<file path="src/rtl/vecwrite.sv">
// Result write-back serialiser: captures a packed result vector on ST and writes it
// word by word into a synchronous memory port. Optional checksum word: VECWRITE_CHECKSUM_EN.
module vecwrite #(
    parameter int words         = 10,
    parameter int data_width    = 32,
    parameter int address_width = 4,
    parameter int base_addr     = 0
) (
    input  logic                          CLK,
    input  logic                          RST,
    input  logic [words*data_width-1:0]   IN,
    input  logic                          ST,
    input  logic                          WAIT,
    output logic [address_width-1:0]      ADDR,
    output logic [data_width-1:0]         WDATA,
    output logic                          WR,
    output logic                          BUSY,
    output logic                          RD,
    output logic                          OVF
);

    localparam int CNT_W = (words < 2) ? 1 : $clog2(words + 1);
    localparam logic [address_width-1:0] BASE = address_width'(base_addr);

    typedef enum logic [1:0] {
        IDLE,
        LOAD,
        WRITE,
        DONE
    } state_t;

    state_t                 state;
    logic [data_width-1:0]  cap [words];
    logic [CNT_W-1:0]       cnt;
    logic [CNT_W-1:0]       nxt_cnt;
    logic [data_width-1:0]  nxt_data;

`ifdef VECWRITE_CHECKSUM_EN
    // The checksum occupies slot index 'words', one past the last data word.
    localparam logic [CNT_W-1:0] LAST_IDX = CNT_W'(words);
    logic [data_width-1:0] csum;

    always_comb begin
        csum = '0;
        for (int unsigned i = 0; i < words; i++) begin
            csum = csum ^ cap[i];
        end
    end
`else
    localparam logic [CNT_W-1:0] LAST_IDX = CNT_W'(words - 1);
`endif

    always_comb begin
        nxt_cnt  = cnt + CNT_W'(1);
        nxt_data = '0;
        if (nxt_cnt < CNT_W'(words)) begin
            nxt_data = cap[nxt_cnt];
        end
`ifdef VECWRITE_CHECKSUM_EN
        else begin
            nxt_data = csum;
        end
`endif
    end

    // Word 0 is presented from the capture edge, so LOAD already carries a live
    // write; a stall there is absorbed by WRITE holding counter 0.
    always_ff @(posedge CLK or negedge RST) begin
        if (!RST) begin
            state <= IDLE;
            cnt   <= '0;
            ADDR  <= BASE;
            WDATA <= '0;
            WR    <= 1'b0;
            BUSY  <= 1'b0;
            RD    <= 1'b0;
            OVF   <= 1'b0;
            for (int unsigned i = 0; i < words; i++) begin
                cap[i] <= '0;
            end
        end else begin
            RD <= 1'b0;
            if (ST && state != IDLE) begin
                OVF <= 1'b1;
            end
            case (state)
                IDLE: begin
                    if (ST) begin
                        for (int unsigned i = 0; i < words; i++) begin
                            cap[i] <= IN[i*data_width +: data_width];
                        end
                        cnt   <= '0;
                        ADDR  <= BASE;
                        WDATA <= IN[data_width-1:0];
                        WR    <= 1'b1;
                        BUSY  <= 1'b1;
                        state <= LOAD;
                    end
                end
                LOAD, WRITE: begin
                    if (!WAIT) begin
                        if (cnt == LAST_IDX) begin
                            WR    <= 1'b0;
                            BUSY  <= 1'b0;
                            RD    <= 1'b1;
                            state <= DONE;
                        end else begin
                            cnt   <= nxt_cnt;
                            ADDR  <= BASE + address_width'(nxt_cnt);
                            WDATA <= nxt_data;
                            state <= WRITE;
                        end
                    end else begin
                        state <= WRITE;
                    end
                end
                DONE: begin
                    state <= IDLE;
                end
                default: begin
                    state <= IDLE;
                end
            endcase
        end
    end

endmodule

</file>
<file path="config.mk">
export PLATFORM = sky130hd
export DESIGN_NAME = vecwrite
export DESIGN_NICKNAME = d
export VERILOG_FILES = /design/src/rtl/vecwrite.sv
export SDC_FILE = /design/constraint.sdc
export NUM_CORES = 1
export LEC_CHECK = 0
export ABC_CLOCK_PERIOD_IN_PS = 5100
export BUFFER_PORTS_ARGS = -buffer_cell sky130_fd_sc_hd__clkbuf_2
export CAP_MARGIN = 40
export CORE_UTILIZATION = 59
export CTS_CLUSTER_DIAMETER = 50
export DETAILED_ROUTE_END_ITERATION = 8
export PLACE_DENSITY_LB_ADDON = 0.1
export SLEW_MARGIN = 10
export SYNTH_ARGS = -nofsm -noshare
export SYNTH_HDL_FRONTEND = slang
export SYNTH_SLANG_ARGS = --single-unit
</file>
<file path="constraint.sdc">
create_clock -name CLK -period 5.1 [get_ports CLK]
set_clock_uncertainty 0.15 [all_clocks]
set_input_delay 0.51 -clock CLK [delete_from_list [all_inputs] [get_ports CLK]]
set_output_delay 0.51 -clock CLK [all_outputs]
set_load 0.05 [all_outputs]
</file>
==> flow_summary.toml <==
[hold_path]
hp-start = "IN[95]"
hold_class = "input pin to register"
worstHoldPathCells = 2
hold_end = "cap[255]"

[placed_design]
portBuffers = 363
place_congestion = 0.8859
dp_hpwl_mm = 30.95
dpl_worst_slack_ns = 1.805
place_inst = 1773

[floorplanning]
chipHeight_um = 169.6
fp-row-count = 60
start_util_pct = 60.79
die_x_um = 169.6
core_area_um2 = 27250
dieArea_um2 = 28750
ios = 364

[clock_tree]
cts_sinks = 361
h-tree-depth = 2
cts_tree = "done"
cts-root-buf = "clkbuf_16"
insertion_delay_ns = 0.52
cts-resized-gates = 0
clkTransAtPathRegs_ns = 0.06
numCtsBuffers = 40
cts_buffer_depth = 3

[worst_setup_path]
path_cells = "ha_1, nand2b_1, nand3_2, o32ai_1, o21ai_1"
slowest_delay_ns = 0.96
worstSetupPathType = "register to register"
r2r_slack_ns = 1.78
reg2reg_depth = 5
crit_required_ns = 5.35
r2r_start = "ADDR[0]"
crit_fanout = 42
worstSetupStartpointType = "register"
crit_path_end_kind = "register"
reg2reg_to = "WDATA[27]"
arrival_ns = 3.57
crit_path_top_delay_cell = "dfrtp_4"

[sta]
rsz0062_at_grt = "no"
maxSlewViolCount = 0
final.period_utilization_pct = 65.14
fin_ws_ns = 1.778
fin_tns_setup_ns = 0
worst_pin_slew_ns = 0.9289
setup_viol = 0
period_minus_slack_ns = 3.322
relSlewSlack_pct = 38.07
finalHoldViolations = 0
hold_ws_ns = 0.06972
max_freq_ghz = 0.3010

[logic_synthesis]
synth_common_cells = "dfrtp_1 (361), mux2_2 (325), mux2i_1 (65)"
postSynthCellCount = 1111
synth_area_um2 = 16570
post-synth-top-area-cell = "dfrtp_1"
synth.area.top_cells = "dfrtp_1 (55%), mux2_2 (22%), mux4_2 (8.7%)"
ys_async_sr_fraction_pct = 100.0
yosysWarnings = 0
ys_seq_area_share_pct = 54.53
dominantRegCellSynth = "dfrtp_1"
ys_types = 35
synth_edf_count = 0
synth_seq_cells = 361
syn_avg_cell_area_um2 = 14.91
synth_top_area_share_pct = 54.53
syn_nets = 1439
synth.most_common_cell = "dfrtp_1"

[pwr]
power.leakage_nw = 8.993
power_frac_clock_pct = 18.5
p_int_mw = 9.386
net-switching-power_mw = 5.736
p_sw_share_pct = 37.93
p_per_area_nw_per_um2 = 754.6
comb_power_share_pct = 46.5
vdd_drop_max_mv = 0.3885
pwr-share-seq_pct = 35.0

[global_routing]
grt_max_degree = 119
grt_usage_pct = 31.08
grt_antenna_before_repair = 3
gr-total-overflow = 0
grt_pass1_vias = 11300
grt_pass1_wl_mm = 66.96

[detailed_routing]
routed_wl_mm = 43.60
wl_per_cell_um = 23.62
drc = 0
first_pass_iters = 5
dr_total_vias = 11009
vias_per_cell = 5.964
drtAntennaViolNets = 0
first_iter_violations = 987

[final_layout]
final_cell_count_no_fill = 1846
fin_nets = 1772
final_core_utilization_pct = 73.53
multi_input_area_um2 = 7148
n_fill_cell = 1832
syn_to_final_growth_pct = 20.95
regArea_um2 = 9037
drive_gt1_share_pct = 56.90

[run]
drv_cap = 0

[outcome]
status = "completed"
-- timing repair --
item | in CTS | in global routing
hold buffers | 1 | 0
setup buffers | 0 | 0
endpoints found under the hold margin | 56 | 0
-- power by group through the flow --
stage	registers (mW)	logic (mW)	clock network, mW
6_report	5.30	7.03	2.79
5_1_grt	5.45	7.47	2.94
4_1_cts	5.28	7.00	2.83
3_5_place_dp	5.32	6.97	0
3_3_place_gp	5.30	6.65	0
2_1_floorplan	5.35	4.88	0
-- how the worst max path moves through the flow --
stage                     startpoint   endpoint  slack, ns  cells past startpoint
after floorplan              ADDR[1]  WDATA[18]       2.55                      7
after global placement       ADDR[0]  WDATA[21]       1.90                      5
after detailed placement     ADDR[0]  WDATA[27]       1.80                      5
after CTS                    ADDR[0]   WDATA[9]       1.79                      5
after global routing         ADDR[0]   WDATA[7]       1.60                      5
final                        ADDR[0]  WDATA[27]       1.78                      5
-- flip-flops by register name, summed over array words and instances (netlist names) --
name / cells
RD: 1
OVF: 1
BUSY: 1
cap: 320
ADDR: 4
state: 2
WDATA: 32
-- placed cells by master, fill, tap and decap left out, types with 31 or more instances in the layout --
master       n
clkbuf_2   362
dfrtp_1    360
mux2_2     325
mux4_2      64
mux2i_1     64
clkbuf_16   41
nor2b_1     33
o31ai_1     32
nor3_1      31
o32ai_1     31
o21ai_1     31
-- critical path: cells and delay by family (launching register included) --
family / cells / cell delay [ns]
compound gates: 2 / 0.70
fa+ha+maj: 1 / 0.54
flops: 1 / 0.96
simple gates: 2 / 0.83
-- final cells by class --
type	instances	share of cell area [%]
inverter	6	0.1124
antenna	3	0.03746
sequential	361	45.10
timing repair buffer	379	10.40
clock buffer	61	5.944
clock inverter	8	0.4059
tap	372	2.323
multi-input combinational	656	35.67
-- per-stage QoR --
| step | power (mW) | cell area [µm²] |
|---|---|---|
| after floorplan | 10.23 | 16570 |
| after global placement | 11.95 | 18650 |
| after detailed placement | 12.29 | 18750 |
| after CTS | 15.10 | 20030 |
| after global routing | 15.86 | 20040 |
| final | 15.12 | 20040 |
-- kinds of logic after synthesis --
| group | count (synthesis) | synth area share [%] |
|---|---|---|
| flops | 361 | 54.53 |
| simple gates | 90 | 3.021 |
| mux | 454 | 34.72 |
| buf+inv | 94 | 2.794 |
| xor+xnor | 2 | 0.1058 |
| compound gates | 106 | 4.531 |
| fa+ha+maj | 4 | 0.3021 |
-- routing by layer --
layer	wire, µm	vias to the layer above	GRT usage, %
met5	0	-	0
met4	1456	0	11.01
met3	3658	87	7.696
met2	18840	469	43.34
met1	19640	5627	47.39
li1	-	4826	-
(Power assumes the default switching activity.)
